### src/rtl/fifo_rr_sched_pkg.sv
// Shared types and helpers for the round-robin FIFO drain scheduler.
package fifo_rr_sched_pkg;

  typedef enum logic {
    ARB,
    BURST
  } state_t;

  // Source index width; a two-input scheduler still needs one bit.
  function automatic int calc_swidth(input int n);
    return (n > 2) ? $clog2(n) : 1;
  endfunction

endpackage

### src/rtl/fifo_rr_sched_if.sv
// FIFO-bank side and consumer side signals of the scheduler, bundled together.
interface fifo_rr_sched_if
  import fifo_rr_sched_pkg::*;
#(
  parameter int N      = 4,
  parameter int DWIDTH = 8,
  parameter int SWIDTH = calc_swidth(N)
);

  logic [N-1:0]        fifo_rdy;
  logic [N*DWIDTH-1:0] fifo_dout;
  logic [N-1:0]        fifo_pop;
  logic                out_valid;
  logic [DWIDTH-1:0]   out_data;
  logic [SWIDTH-1:0]   out_src;
  logic                out_ready;

  modport master (
    input  fifo_rdy, fifo_dout, out_ready,
    output fifo_pop, out_valid, out_data, out_src
  );

  modport slave (
    output fifo_rdy, fifo_dout, out_ready,
    input  fifo_pop, out_valid, out_data, out_src
  );

endinterface

### src/rtl/fifo_rr_sched_rr_pick.sv
// Combinational rotate-priority picker: first set request above 'last', wrapping at N.
module rr_pick
  import fifo_rr_sched_pkg::*;
#(
  parameter int N      = 4,
  parameter int SWIDTH = calc_swidth(N)
) (
  input  logic [N-1:0]      req,
  input  logic [SWIDTH-1:0] last,
  output logic              found,
  output logic [SWIDTH-1:0] idx
);

  always_comb begin
    found = 1'b0;
    idx   = '0;
    for (int k = 1; k <= N; k++) begin
      if (!found && req[(int'(last) + k) % N]) begin
        found = 1'b1;
        idx   = SWIDTH'((int'(last) + k) % N);
      end
    end
  end

endmodule

### src/rtl/fifo_rr_sched.sv
// Round-robin scheduler draining N FIFOs in bursts of up to BURST words into a
// one-entry output stage tagged with the source index.
module fifo_rr_sched
  import fifo_rr_sched_pkg::*;
#(
  parameter  int N      = 4,
  parameter  int DWIDTH = 8,
  parameter  int BURST  = 4,
  localparam int SWIDTH = calc_swidth(N)
) (
  input logic             clk,
  input logic             reset_n,
  fifo_rr_sched_if.master bus
);

  localparam int CWIDTH = $clog2(BURST + 1);

  // The BURST parameter shadows the enum literal, so states are package-qualified.
  state_t state, state_next;

  logic [SWIDTH-1:0] grant;
  logic [SWIDTH-1:0] last_grant;
  logic [SWIDTH-1:0] pick_idx;
  logic              pick_found;
  logic [CWIDTH-1:0] burst_cnt;
  logic              valid_q;
  logic [DWIDTH-1:0] data_q;
  logic [SWIDTH-1:0] src_q;
  logic              can_take;
  logic              rdy_granted;
  logic              pop_en;
  logic              burst_last;

  rr_pick #(
    .N      (N),
    .SWIDTH (SWIDTH)
  ) u_pick (
    .req   (bus.fifo_rdy),
    .last  (last_grant),
    .found (pick_found),
    .idx   (pick_idx)
  );

  assign can_take    = ~valid_q | bus.out_ready;
  assign rdy_granted = bus.fifo_rdy[grant];
  assign pop_en      = (state == fifo_rr_sched_pkg::BURST) && rdy_granted && can_take;
  assign burst_last  = (burst_cnt == CWIDTH'(BURST - 1));

  always_ff @(posedge clk) begin
    if (!reset_n) begin
      state <= fifo_rr_sched_pkg::ARB;
    end else begin
      state <= state_next;
    end
  end

  // A stalled output stage holds the burst open; only a drained source or a full burst ends it.
  always_comb begin
    state_next   = state;
    bus.fifo_pop = '0;
    case (state)
      fifo_rr_sched_pkg::ARB: begin
        if (pick_found) begin
          state_next = fifo_rr_sched_pkg::BURST;
        end
      end
      fifo_rr_sched_pkg::BURST: begin
        if (pop_en) begin
          bus.fifo_pop[grant] = 1'b1;
        end
        if ((pop_en && burst_last) || (can_take && !rdy_granted)) begin
          state_next = fifo_rr_sched_pkg::ARB;
        end
      end
      default: state_next = fifo_rr_sched_pkg::ARB;
    endcase
  end

  always_ff @(posedge clk) begin
    if (!reset_n) begin
      grant      <= '0;
      last_grant <= SWIDTH'(N - 1);
      burst_cnt  <= '0;
      valid_q    <= 1'b0;
      data_q     <= '0;
      src_q      <= '0;
    end else begin
      if (state == fifo_rr_sched_pkg::ARB && pick_found) begin
        grant      <= pick_idx;
        last_grant <= pick_idx;
        burst_cnt  <= '0;
      end
      if (pop_en) begin
        burst_cnt <= burst_cnt + CWIDTH'(1);
        data_q    <= bus.fifo_dout[grant*DWIDTH +: DWIDTH];
        src_q     <= grant;
        valid_q   <= 1'b1;
      end else if (bus.out_ready) begin
        valid_q <= 1'b0;
      end
    end
  end

  assign bus.out_valid = valid_q;
  assign bus.out_data  = data_q;
  assign bus.out_src   = src_q;

endmodule

### src/flat_wrapper.sv
// flat-port wrapper written by rule: the top's interface ports become plain ports
module fifo_rr_sched_flat import fifo_rr_sched_pkg::*;
#(
  parameter  int N      = 4,
  parameter  int DWIDTH = 8,
  parameter  int BURST  = 4,
  localparam int SWIDTH = calc_swidth(N)
)
  (clk, reset_n, bus_fifo_rdy, bus_fifo_dout, bus_out_ready, bus_fifo_pop, bus_out_valid, bus_out_data, bus_out_src);
  fifo_rr_sched_if #(.N(N), .DWIDTH(DWIDTH), .SWIDTH((2))) bus_i ();
  input logic clk;
  input logic reset_n;
  input wire logic [$bits(bus_i.fifo_rdy)-1:0] bus_fifo_rdy;
  input wire logic [$bits(bus_i.fifo_dout)-1:0] bus_fifo_dout;
  input wire logic [$bits(bus_i.out_ready)-1:0] bus_out_ready;
  output wire logic [$bits(bus_i.fifo_pop)-1:0] bus_fifo_pop;
  output wire logic [$bits(bus_i.out_valid)-1:0] bus_out_valid;
  output wire logic [$bits(bus_i.out_data)-1:0] bus_out_data;
  output wire logic [$bits(bus_i.out_src)-1:0] bus_out_src;
  assign bus_i.fifo_rdy = bus_fifo_rdy;
  assign bus_i.fifo_dout = bus_fifo_dout;
  assign bus_i.out_ready = bus_out_ready;
  assign bus_fifo_pop = bus_i.fifo_pop;
  assign bus_out_valid = bus_i.out_valid;
  assign bus_out_data = bus_i.out_data;
  assign bus_out_src = bus_i.out_src;
  fifo_rr_sched #(.N(N), .DWIDTH(DWIDTH), .BURST(BURST)) u_core (.clk(clk), .reset_n(reset_n), .bus(bus_i));
endmodule
### config.mk
export PLATFORM = sky130hd
export DESIGN_NAME = fifo_rr_sched_flat
export DESIGN_NICKNAME = d
export VERILOG_FILES = /design/src/rtl/fifo_rr_sched_pkg.sv /design/src/rtl/fifo_rr_sched_if.sv /design/src/rtl/fifo_rr_sched_rr_pick.sv /design/src/rtl/fifo_rr_sched.sv /design/src/flat_wrapper.sv
export SDC_FILE = /design/constraint.sdc
export NUM_CORES = 1
export LEC_CHECK = 0
export CORE_MARGIN = 8
export CORE_UTILIZATION = 43
export DETAILED_ROUTE_END_ITERATION = 6
export PLACE_DENSITY = 0.85
export SETUP_SLACK_MARGIN = 0.4
export SYNTH_ARGS = -nofsm -noshare
export SYNTH_HDL_FRONTEND = slang
export SYNTH_SLANG_ARGS = --single-unit
### constraint.sdc
create_clock -name clk -period 3.15 [get_ports clk]
set_clock_uncertainty 0.2 [all_clocks]
set_input_delay 0.7875 -clock clk [delete_from_list [all_inputs] [get_ports clk]]
set_output_delay 0.7875 -clock clk [all_outputs]
set_load 0.05 [all_outputs]
Word level (Yosys, flattened, before mapping)
Cells that the tools add are included.
{ "op_classes": {"eq_ne": 1, "bitwise": 7, "addsub": 5, "mux": 33, "n_reduce_logical": 20, "n_lt_le_gt_ge": 6, "n_shift": 1} }
{ "ops": {"columns": ["cell", "count"], "rows": [
  ["$shiftx 32x6->8", 1],
  ["$mux 1", 18],
  ["$lt 3x4->1 const B", 4],
  ["$bmux 1 s2", 5],
  ["$logic_and 1x1->1", 9],
  ["$mux 2", 4],
  ["$mux 4", 2],
  ["$reduce_or 2->1", 4],
  ["$mux 3", 2],
  ["$add 2x1->2 const B", 2],
  ["$add 2x2->2 const B", 2],
  ["$and 1x1->1 const A", 4],
  ["$logic_not 1->1", 4],
  ["$reduce_bool 2->1", 2],
  ["$add 3x1->3 const B", 1],
  ["$eq 3x2->1 const B", 1],
  ["$lt 2x3->1 const B", 1],
  ["$demux 1 s2", 1],
  ["$ge 2x1->1 const B", 1],
  ["$not 1->1", 2],
  ["$pmux 1 s2", 1],
  ["$logic_or 1x1->1", 1],
  ["$or 1x1->1", 1]
]} }
{ "word_totals": {"output_inout_bits": 15, "inputBits": 39, "reg_bits": 19, "word_cells": 80} }

Longest topological paths before layout
Gate-level depths: netlist of run 1.
{ "logic_depth": {"ltp_word": 19, "depth_mapped": 6, "depth_no_buf": 4} }

By module
Synthesis of run 1 repeated with hierarchy kept, for this count alone.
{ "hier_totals": {"cells_unflattened": 134, "area_unflattened_um2": 1223.7} }
{ "by_module_without_submodules": {"columns": ["module", "cells_each", "n_inst", "area_each_um2", "seq_area_each_um2"], "rows": [
  ["fifo_rr_sched", 120, 1, 1132.3, 380.4],
  ["rr_pick", 14, 1, 91.3, 0.0]
]} }

Least setup slack after synthesis of run 1
No wires, ideal clock.
{ "synth_timing": {"path_type": "in2out", "from": "in bus_out_ready", "to": "out bus_fifo_pop[2]", "n_path_buf": 0, "stages": 3, "t_arrival_ps": 1826, "path_slack_ps": 336, "required_ps": 2162, "path_cell_list": "nand2b_1 -> nand4_1 -> nor2_1"} }
{ "synth_via": {"elab_chain_len": 4} }
{ "synth_lines": {"columns": ["item", "line_no", "rtl"], "rows": [
  ["start: declaration", "flat_wrapper.sv:15", "input wire logic [$bits(bus_i.out_ready)-1:0] bus_out_ready;"],
  ["$or 1x1->1", "fifo_rr_sched.sv:44", "assign can_take = ~valid_q | bus.out_ready;"],
  ["$logic_and 1x1->1", "fifo_rr_sched.sv:46", "assign pop_en = (state == fifo_rr_sched_pkg::BURST) && rdy_granted && can_take;"],
  ["$mux 4", "fifo_rr_sched.sv:68", "if (pop_en) begin"],
  ["$mux 4", "fifo_rr_sched.sv:61", "case (state)"],
  ["end: declaration", "flat_wrapper.sv:16", "output wire logic [$bits(bus_i.fifo_pop)-1:0] bus_fifo_pop;"]
]} }
No other way between the ends.

Worst setup path in the final report of run 1
Ends and elaborated chain as after synthesis.

==> out/summary.md, run 1 <==
Final design instance area without fill: 0.00175 mm2. Dividing the synthesized area by the synthesized cell count gives 10.1 um2. The worst reg2reg path endpoint is u_core.bus.out_data[0]. The filler cells instantiated in the layout total 188.

The logs give 0.798 for the final weighted congestion of routability-driven global placement and 0.00169 mm2 for the area after detailed placement. The tools report the number of H-tree levels as 1. For the maximum ir drop on the vdd rail, the log shows 0.419 mV.

The layer with the highest usage after global routing is met2. The flip-flop and latch count after synthesis works out to 19. The total of buffers placed on input and output ports works out to 53. The clock root buffer master was sky130_fd_sc_hd__clkbuf_4. The logs give 0.371 GHz for the fmax and 2 for the maximum number of buffers from clock root to sink. The tools report the number of endpoints with negative hold slack in the final report as 0. The post-route netlist has 21.7% of its cells at a drive strength greater than 1. The tools report the number of top-level pins as 54. The via count is 1028. The total area inside the core boundary comes to 0.00245 mm2. The number of pins with negative max-slew slack in the final report is 0. From bottom edge to top edge, the die measures 66.7 um. The worst pin sits at a relative slew slack of 62.3%. Dividing the final minimum period by the clock period gives 85.6%.

The max capacitance violation total was 0; the area of the die was 0.00444 mm2. Data on the critical path is required at its endpoint by 2.16 ns. Dominant synthesized flop cell: sky130_fd_sc_hd__dfxtp_1. Critical path's largest stage delay: 0.23 ns. The run gives 0 as the count of hold-fix buffers inserted at cts. The clock latency of the later-clocked register in the worst-skew pair came out at 0.30 ns. The worst setup path is captured at an output pin.

The number of global-route vias before repair came out at 1050. Along the worst path, the maximum fanout reaches 3. In this run the remaining antenna-violating nets after routing total 0. The routed design could run at a clock period as short as 2.70 ns. In the global route stage, met1 resource usage came out at 14.6%. The slowest stage of the critical path is the sky130_fd_sc_hd__nor2_2 cell. The worst hold path begins at u_core.bus.out_src[1]. The first routing iteration left 39 violations. After the last flow step, the layout net total stands at 208.

Counting the buffers created by CTS gives 3. The all-layer global routing usage is 14.2%, and the leakage power figure is 0.712 nW. In the global route stage, met3 resource usage came out at 3.36%. TritonCTS built the clock tree. The critical path goes through dlygate4sd2_1, nand2b_4, nand4_1, nor2_2, buf_12. The logs give 34.5% for the share of the yosys chip area belonging to registers and 26.8% for the global routing usage on met2. After detailed routing, the total wire length is 3180 um. After detailed routing, the average wire length per cell comes to 16.2 um. The startpoint of the most critical register-to-register path was u_core.grant[1].

The number of cells traversed by the worst hold path is 2. Summing internal, switching and leakage power gives 665 uW. Remaining global-route overflow: 0. For the total number of yosys warnings, the log shows 0. In this run, distinct cell masters in the synthesized netlist total 29. The flow ran to the end, and the final reports show no timing, DRC or antenna violations. After synthesis the cells add up to 0.00110 mm2.

The HPWL after detailed placement is 2490 um. The number of instances in the synthesized netlist is 109. The tools report the number of antenna violations at the first check in global routing as 0. Setup repair after global routing left no endpoint under its margin. The die is 66.7 um wide. The growth of design area from synthesis to finish was 58.6%; the depth of the worst register-to-register path was 4. The slack of the worst reg-to-reg path is 1.17 ns, and the diode insertion count for antenna repair is 0. Synthesis produced a netlist with a net count of 150. Worst hold path endpoint: u_core.bus.out_src[1]. The pre-antenna-repair detailed-routing pass consisted of 4 iterations. Dividing the detail-routed via count by the number of cells gives 5.24. STA classifies the critical path startpoint as an input pin. For the pin with the worst max-slew slack, the measured transition is 0.563 ns. In the final layout, the multi-input gates occupy 686 um2. The final setup violation count was 0.

The first global-routing pass estimated 4950 um of wire. The type of the worst setup path was input pin to output pin. In the final timing run, aggregate negative setup slack is 0 ns.

Initial core utilization: 45.0%. The run gives 18 as the standard-cell row count. The tools report the maximum number of pins on one net before global-route repair as 20. In the routed design, unresolved DRC markers number 0. For the worst setup path, the data arrival time is 1.71 ns. Counting flops with an async set or reset pin after synthesis yields a share of 0%.

The register area was 383 um2; the sink count of the clock tree was 19. The CTS clock-pin slew for the worst setup and hold paths was 0.11 ns. The worst hold path class is flip-flop to flip-flop.

Dividing total power by cell area gives a power density of 380 mW/mm2. Number of flops mapped to enable cells by yosys: 0.
==> how the worst max path moves through the flow <==
stage	depth (start not counted)	slack [ns]	to	startpoint
floorplan	3	0.34	bus_fifo_pop[2]	bus_out_ready
global placement	5	0.15	bus_fifo_pop[2]	bus_fifo_rdy[3]
detailed placement	5	0.11	bus_fifo_pop[3]	bus_fifo_rdy[2]
CTS	5	0.41	bus_fifo_pop[3]	bus_fifo_rdy[2]
global route	5	0.41	bus_fifo_pop[1]	bus_fifo_rdy[1]
finish	5	0.45	bus_fifo_pop[2]	bus_out_ready
==> cells in the final DEF, fill, tap and decap left out, types with 2 or more instances in the layout <==
master / count
sky130_fd_sc_hd__a21boi_1: 3
sky130_fd_sc_hd__a21oi_1: 3
sky130_fd_sc_hd__and3_1: 3
sky130_fd_sc_hd__buf_12: 4
sky130_fd_sc_hd__buf_4: 6
sky130_fd_sc_hd__clkbuf_2: 3
sky130_fd_sc_hd__clkbuf_4: 3
sky130_fd_sc_hd__clkdlybuf4s50_1: 44
sky130_fd_sc_hd__dfxtp_1: 17
sky130_fd_sc_hd__dfxtp_2: 2
sky130_fd_sc_hd__dlygate4sd2_1: 2
sky130_fd_sc_hd__ha_1: 2
sky130_fd_sc_hd__inv_1: 5
sky130_fd_sc_hd__mux2i_1: 9
sky130_fd_sc_hd__mux4_2: 9
sky130_fd_sc_hd__nand2_1: 6
sky130_fd_sc_hd__nand2b_1: 3
sky130_fd_sc_hd__nor2_1: 8
sky130_fd_sc_hd__nor2_2: 4
sky130_fd_sc_hd__nor2b_1: 9
sky130_fd_sc_hd__nor4_1: 2
sky130_fd_sc_hd__o21a_1: 3
sky130_fd_sc_hd__o21ai_0: 3
==> metal layers <==
metal / vias up / part of all wire (%)
met5: - / 0
met2: 32 / 57
met3: 6 / 6.3
met1: 485 / 36
met4: 0 / 1.0
li1: 505 / -
==> synth_stat cells, drive strengths merged (3+ instances only) <==
cell type	instances	area, um2
and3	3	18.8
inv	5	18.8
mux2i	9	90.1
a21oi	3	15.0
nor2b	9	56.3
nand2b	4	25.0
nand2	6	22.5
o21ai	4	20.0
nor2	12	45.0
mux4	9	203
dfxtp	19	380
o21a	3	22.5
buf	4	32.5
a21boi	3	22.5
==> final cells by class <==
class	instances	share of cell area (%)
Clock buffer	3	1.29
Timing Repair Buffer	59	34.2
Sequential cell	19	21.9
Clock inverter	1	0.286
Tap cell	30	2.14
Multi-Input combinational cell	79	39.2
Inverter	5	1.07
==> worst max-delay path: cells and delay by family <==
kind | cells | cell delay [ns]
buffers and inverters | 2 | 0.34
and+or+nand+nor | 3 | 0.57
==> kinds of logic after synthesis <==
| group | synth area share, % |
|---|---|
| AO/OA/AOI/OAI | 8.39 |
| adder cells (fa/ha/maj) | 2.27 |
| buffers and inverters | 5.33 |
| flip-flops | 34.5 |
| multiplexers | 28.6 |
| AND/OR/NAND/NOR | 21.0 |
==> repair_timing <==
item | 4_1_cts | 5_1_grt
cloned | 0 | 0
endpoints found under the setup margin | 4 | 4
pin swaps | 4 | 3
gates resized for setup | 14 | 5
buffers inserted | 2 | 1
==> registers in the layout, indices dropped and copies added, names as in the netlist <==
name,cells
u_core.bus.out_valid,1
u_core.state,1
u_core.bus.out_src,2
u_core.bus.out_data,8
u_core.grant,2
u_core.burst_cnt,3
u_core.last_grant,2
==> report_power, final <==
part	internal [mW]	switching (mW)	leakage (nW)
clock network	0.0473	0.0753	0.0177
registers	0.261	0.0275	0.156
logic	0.136	0.118	0.538
total	0.444	0.221	0.712
==> through the flow <==
stage	std cells	setup slack, ns	hold slack [ns]	util [%]
5_1_grt	196	0.407	0.294	71.3
2_1_floorplan	109	0.336	0.297	-
4_1_cts	195	0.413	0.269	71.5
3_5_place_dp	189	0.113	0.253	69.0
6_report	196	0.455	0.291	71.3
3_3_place_gp	189	0.153	0.256	69.0
Note: power is estimated with default switching activity, not from simulation.
==> inputs of run 2 (changes only) <==
Settings changed: RECOVER_POWER from default to 25.
==> run 2 against run 1 <==
Net effect:
- first-iteration DRC count fell by 2.6%
- routed wire length increased by 0.63%
- non-clock buffer count stayed put
- critical path type is now input pin to flip-flop
- final cell count stayed put
==> out/summary.md, run 2 (synthesized netlist as in run 1, its figures left out) <==
For the count of hold-fix buffers inserted at cts, the log shows 0. Setup repair after global routing left no endpoint under its margin. The register with the most flip-flops in the layout has 8 of them.

Global routing finished with a remaining overflow of 0. The number of antenna violations at the first check in global routing is 0, and the final core utilization is 70.6%. The slowest stage of the critical path belongs to the cell sky130_fd_sc_hd__nand3_1. In this run the static leakage power is 0.705 nW.

The layout net count is 208. Using the TritonRoute via totals, the vias-per-cell ratio works out to 5.27. Summing over every cut layer, the via total after detailed routing is 1032. The startpoint of the most critical register-to-register path is u_core.grant[1]. The run gives 0.30 ns as the clock latency of the later-clocked register in the worst-skew pair.

The tools report the detailed router's first-iteration violation count as 38. The worst path in the final design needs a cycle of 2.74 ns, including I/O delays and setup. Among cell families on the critical path, the largest total delay comes from simple AND/OR/NAND/NOR gates. The setup TNS is 0 ns, and the routed length per placed instance is 16.3 um. The critical path runs through a total of 6 cells. The number of cells on the worst reg-to-reg path is 4. In this run the worst hold path is classified as flip-flop to flip-flop. IR analysis of the VDD net gives a maximum drop of 0.420 mV. Routability-driven placement finished with a final weighted congestion of 0.798. For the fmax, the log shows 0.365 GHz. The first global-routing pass estimated 4950 um of wire. The tools report the worst reg2reg path endpoint as u_core.burst_cnt[0]. The number of DRC violations after detailed routing was 0. The initial utilization of the core area, before any placement, comes to 45.0%. The type of the worst setup path was input pin to flip-flop. The largest single stage delay on the critical path is 0.56 ns. Leaving out fill and tap cells, the most frequent cell in the layout is sky130_fd_sc_hd__clkdlybuf4s50_1. The first detailed-routing pass ran for 4 iterations.

The clock net in this run drives a total of 19 sinks. The total area inside the core boundary comes to 0.00245 mm2. The maximum number of buffers from clock root to sink was 2.

The maximum number of pins on one net before global-route repair is 20. In this run the worst setup path begins at bus_fifo_rdy[1]. In this run, CTS created clock tree buffers numbering 3.

The count of buffer and inverter cells on the critical path works out to 2. The count of nets left with antenna violations once routing finished came out at 0. The worst path uses 86.9% of the clock period. The critical path goes through dlygate4sd2_1, clkbuf_1, mux4_2, nand3_1, and3_1, o21a_1. Along the worst path, the maximum fanout reaches 15. The worst setup path is captured at a flip-flop. The final layout contains routed wiring with a total length of 3200 um.

Startpoint of the most critical hold path: u_core.bus.out_src[1]. The multi-input combinational cells in the finished layout cover a total of 673 um2. The logs give 0 for the max capacitance violation total and 2.74 ns for the arrival time at the worst endpoint. TritonCTS built the clock tree. The top cell types in the final layout, fill and taps aside, are sky130_fd_sc_hd__clkdlybuf4s50_1 (43), sky130_fd_sc_hd__dfxtp_1 (17), sky130_fd_sc_hd__mux4_2 (9), sky130_fd_sc_hd__mux2i_1 (9), sky130_fd_sc_hd__nor2b_1 (9). The run gives 1050 as the number of global-route vias before repair.

The worst pin sits at a relative slew slack of 48.6%. The flow ran to the end, and the final reports show no timing, DRC or antenna violations. Registers take 383 um2. The clock root buffer master was sky130_fd_sc_hd__clkbuf_4. The area of the die came out at 0.00444 mm2. The data required time at the worst endpoint is 3.16 ns, and the number of endpoints with negative hold slack in the final report is 0.

The total of buffers placed on input and output ports works out to 53. The wire-length estimate of the detail-placed layout is 2490 um. In this run the count of I/O pins placed on the die edge is 54. The growth of design area from synthesis to finish was 57.1%.

The run gives 1 as the number of H-tree levels. The transition time of the tightest slew-check pin is 0.768 ns, and the count of fill cells added during filler insertion is 191. After clock tree synthesis, the clock-pin slew on the worst setup and hold paths is 0.11 ns. The run gives 18 as the standard-cell row count.

Power spread over the standard cell area amounts to 382 mW/mm2. From left edge to right edge, the die measures 66.7 um. The slack of the worst reg-to-reg path came out at 0.81 ns. Ratio of cells with drive above 1 in the final layout: 20.5%. 0 antenna diodes ended up in the layout. Setup violations remaining at the end of the flow were counted as 0. Number of pins with negative max-slew slack in the final report: 0. The end point of the critical path is u_core.burst_cnt[0].

The worst setup path is launched from an input pin. The vertical die dimension is 66.7 um, and the all-layer global routing usage is 14.2%.
[run 2: changes by cell type in the layout (fill, tap and decap cells not counted)]
| cell | delta |
|---|---|
| sky130_fd_sc_hd__a21boi_0 | +2 |
| sky130_fd_sc_hd__dlygate4sd3_1 | +1 |
| sky130_fd_sc_hd__nand3_4 | -1 |
| sky130_fd_sc_hd__o21ai_0 | +1 |
| sky130_fd_sc_hd__clkdlybuf4s50_1 | -1 |
| sky130_fd_sc_hd__buf_4 | -1 |
| sky130_fd_sc_hd__a21boi_1 | -2 |
| sky130_fd_sc_hd__clkbuf_1 | +1 |
| sky130_fd_sc_hd__o21ai_1 | -1 |
| sky130_fd_sc_hd__nand3_1 | +1 |
[run 2: where the power goes]
part,leakage [nW],internal [mW],switching (mW)
clock network,0.0177,0.0473,0.0753
registers,0.156,0.261,0.0269
logic,0.531,0.134,0.117
[run 2: worst min-delay path by stage]
stage               cells past startpoint  slack (ns)                    end
detailed placement                      2        0.25  u_core.bus.out_src[1]
global placement                        2        0.26  u_core.bus.out_src[1]
finish                                  2        0.29  u_core.bus.out_src[1]
global route                            2        0.29  u_core.bus.out_src[1]
floorplan                               2        0.30   u_core.last_grant[1]
CTS                                     2        0.27  u_core.bus.out_src[1]
[run 2: timing repair]
action | CTS | global route
cloned | 0 | 0
pin swaps | 4 | 3
buffers inserted | 2 | 1
gates resized for setup | 14 | 5
setup endpoints to repair | 4 | 4
[run 2: routing by layer]
metal | vias to the layer above | part of all wire [%] | global-route usage, % | wire length, um
li1 | 504 | - | - | -
met1 | 489 | 37 | 14.6 | 1170
met2 | 35 | 56 | 26.8 | 1790
met3 | 4 | 6.5 | 3.36 | 209
met4 | 0 | 0.66 | 5.07 | 21
met5 | - | 0 | 0 | 0
[run 2: through the flow]
stage	power, mW	instance area, um2	setup WS, ns	hold WS [ns]	std cells
global placement	0.535	1690	0.153	0.256	189
detailed placement	0.543	1690	0.113	0.253	189
global route	0.695	1730	0.295	0.294	196
floorplan	0.442	1100	0.336	0.297	109
CTS	0.670	1760	0.413	0.269	195
finish	0.662	1730	0.412	0.290	196
[run 2: cell type report]
class | instances | area share (%)
Timing Repair Buffer | 59 | 34.3
Inverter | 5 | 1.08
Clock buffer | 3 | 1.30
Clock inverter | 1 | 0.289
Multi-Input combinational cell | 79 | 38.8
Tap cell | 30 | 2.16
Sequential cell | 19 | 22.1
[run 2: worst reg2reg max path, cell delays in order, from the launching register on]
cell and delay (ns):
sky130_fd_sc_hd__dfxtp_2 0.53, sky130_fd_sc_hd__mux4_2 0.34, sky130_fd_sc_hd__nand3_1 0.56, sky130_fd_sc_hd__and3_1 0.45, sky130_fd_sc_hd__o21a_1 0.18
==> inputs of run 3 (changes only) <==
Settings changed: SETUP_SLACK_MARGIN 0.4 to 0.3.
==> run 3 against run 2 <==
Net effect:
- core utilization up 0.15 points
- largest power group unchanged
- critical endpoint unchanged
- total power is essentially flat
- routed wire length down 0.44%
- sequential power barely moved
- maximum frequency hardly changed
- final cell count unchanged
- global-route usage is the same
- via count fell by 0.48%
- largest cell class unchanged
==> out/summary.md, run 3 (synthesized netlist as in run 1, its figures left out) <==
In this run, the number of DRC markers left after iteration 0 of detailed routing was 39. The transition time of the tightest slew-check pin was 0.771 ns. The layer with the highest usage after global routing is met2. Broken down by cell family, the worst path's largest delay share belongs to simple AND/OR/NAND/NOR gates. The area after detailed placement came out at 0.00169 mm2. The tools report the number of global-route vias before repair as 1048. The total detailed-routing wirelength was 3190 um; the count of buffer and inverter cells on the critical path was 2. The number of pins with negative max-slew slack in the final report is 0. The floorplan has 18 rows. In the finished design, the share of the clock period the worst path needs comes to 86.9%. The tools report the number of nets still failing antenna checks after routing as 0. For this run, the number of standard cells in the final layout without fillers is 196.

The critical path's largest stage delay is 0.56 ns. The number of H-tree levels is 1. The setup TNS came out at 0 ns. The maximum ir drop on the vdd rail is 0.420 mV.

By startpoint and endpoint, the worst setup path is classified as input pin to flip-flop. After the last flow step, the layout net total stands at 208. The number of hold buffers added after CTS was 0. The CTS clock-pin slew for the worst setup and hold paths is 0.11 ns.

TritonCTS built the clock tree. The signal on the critical path passes through dlygate4sd2_1, clkbuf_1, mux4_2, nand3_1, and3_1, o21a_1. The initial utilization of the core area, before any placement, comes to 45.0%. The flow ran to the end, and the final reports show no timing, DRC or antenna violations. Global routing used 3.36% of the available met3 tracks. The library cells used most frequently in the layout, excluding fill and tap cells, are sky130_fd_sc_hd__clkdlybuf4s50_1 (44), sky130_fd_sc_hd__dfxtp_1 (18), sky130_fd_sc_hd__mux4_2 (9), sky130_fd_sc_hd__mux2i_1 (9), sky130_fd_sc_hd__nor2b_1 (9). The number of endpoints with negative hold slack in the final report was 0; the worst-path maximum fanout was 15. The startpoint type of the worst setup path was an input pin.

In this run the count of I/O pins placed on the die edge is 54. The first global-routing pass estimated 4950 um of wire. The analysis attributes to cell leakage a power of 0.705 nW. The total CTS buffers came out at 3. The tools report the worst slew margin relative to its limit as 48.5%. The maximum number of buffers from clock root to sink was 2; the shortest period the worst path allows was 2.74 ns. The max capacitance violation total is 0.

Setup repair after global routing left no endpoint under its margin. Fill cells in the final layout number 189. The worst hold path belongs to the class flip-flop to flip-flop. In the routed design, unresolved DRC markers number 0. Fmax: 0.365 GHz. The number of placed instances with taps included is 189. Entering global routing, the biggest net connects 20 pins. The number of antenna diodes in the final layout is 0. The die is 66.7 um tall. For the area of the die, the log shows 0.00444 mm2.

For the worst-skew pair, the clock arrives at the later sink with an insertion delay of 0.30 ns. The congestion estimate from routability-driven global placement came to 0.798. The completed layout was analyzed and its total power is 662 uW. The floorplan die width came out at 66.7 um. Global routing finished with a remaining overflow of 0. The logs give 4 for the number of detailed-route iterations in the first pass and 0.00245 mm2 for the floorplan core area. The leading cell type in the layout, fill and taps excluded is sky130_fd_sc_hd__clkdlybuf4s50_1. Input and output buffers added on the ports amount to 53.

For the final setup violation count, the log shows 0. After legalization and detailed placement, the total HPWL measured 2490 um. The all-layer global routing usage is 14.2%, and the ratio of cells with drive above 1 in the final layout is 19.3%. The growth of design area from synthesis to finish was 57.5%. The register with the most flip-flops in the layout has 8 of them. For the global routing usage on met2, the log shows 26.8%. The data required time at the worst endpoint was 3.15 ns. Clock tree synthesis found a total of 19 sinks. On the critical path, the stage with the largest delay is an instance of sky130_fd_sc_hd__nand3_1. Once layout is done, the placed cells without fillers occupy 0.00174 mm2.

The via count is 1027. The worst setup path is captured at a flip-flop. Arrival time at the worst endpoint: 2.74 ns.

The number of antenna violations at the first check in global routing is 0. For this design the ratio of total power to cell area is 381 mW/mm2. The met1 global-route usage is 14.6%, and the via density per instance is 5.24.

The clock root buffer master was sky130_fd_sc_hd__clkbuf_4. The routed length per placed instance came out at 16.3 um.
run 3: changes by cell type in the layout (fill, tap and decap cells not counted), sizes merged:
cell,before,now
buf,9,8
clkdlybuf4s15,0,1
clkdlybuf4s50,43,44
dlygate4sd3,1,0
run 3: path summary, 6_finish.rpt:
check	endpoint	depth (start not counted)	from	slack [ns]
worst max-delay path	u_core.burst_cnt[0]	6	bus_fifo_rdy[1]	0.41
worst min-delay path	u_core.bus.out_src[1]	2	u_core.bus.out_src[1]	0.29
worst max register to register	u_core.burst_cnt[0]	4	u_core.grant[1]	0.59
worst min register to register	u_core.bus.out_src[1]	2	u_core.bus.out_src[1]	0.29
run 3: final cells by class:
cell class                 instances  area, um2  area share (%)
multi-input combinational         79        673            38.7
timing repair buffer              59        599            34.5
sequential                        19        382            22.0
tap                               30       37.5            2.16
clock buffer                       3       22.5            1.30
inverter                           5       18.8            1.08
clock inverter                     1       5.00           0.288
run 3: tightest hold or removal path, delay by kind of cell, from the launching register on:
kind | cells | cell delay [ns]
AO/OA/AOI/OAI | 1 | 0.06
flip-flops | 1 | 0.34
AND/OR/NAND/NOR | 1 | 0.06
run 3: metrics by stage:
step / setup WS [ns] / util, % / hold slack [ns]
CTS: 0.375 / 71.4 / 0.269
floorplan: 0.336 / - / 0.297
global placement: 0.153 / 69.0 / 0.256
detailed placement: 0.113 / 69.0 / 0.253
global route: 0.291 / 70.8 / 0.294
finish: 0.412 / 70.8 / 0.291
run 3: power by group:
| group | internal, mW | leakage (nW) | switching (mW) |
|---|---|---|---|
| clock network | 0.0473 | 0.0177 | 0.0759 |
| logic | 0.135 | 0.532 | 0.117 |
| registers | 0.261 | 0.156 | 0.0269 |
| total | 0.443 | 0.705 | 0.219 |
run 3: timing repair:
action | CTS | global route
endpoints found under the setup margin | 4 | 3
pin swaps | 4 | 3
gates cloned | 0 | 0
endpoints found under the hold margin | 0 | 0
resized for setup | 11 | 6
buffers inserted | 2 | 1
run 3: routing by layer:
metal / wire [um] / vias up / share of wire (%)
met1: 1190 / 490 / 37
met5: 0 / - / 0
li1: - / 505 / -
met3: 186 / 4 / 5.8
met2: 1790 / 28 / 56
met4: 21 / 0 / 0.66
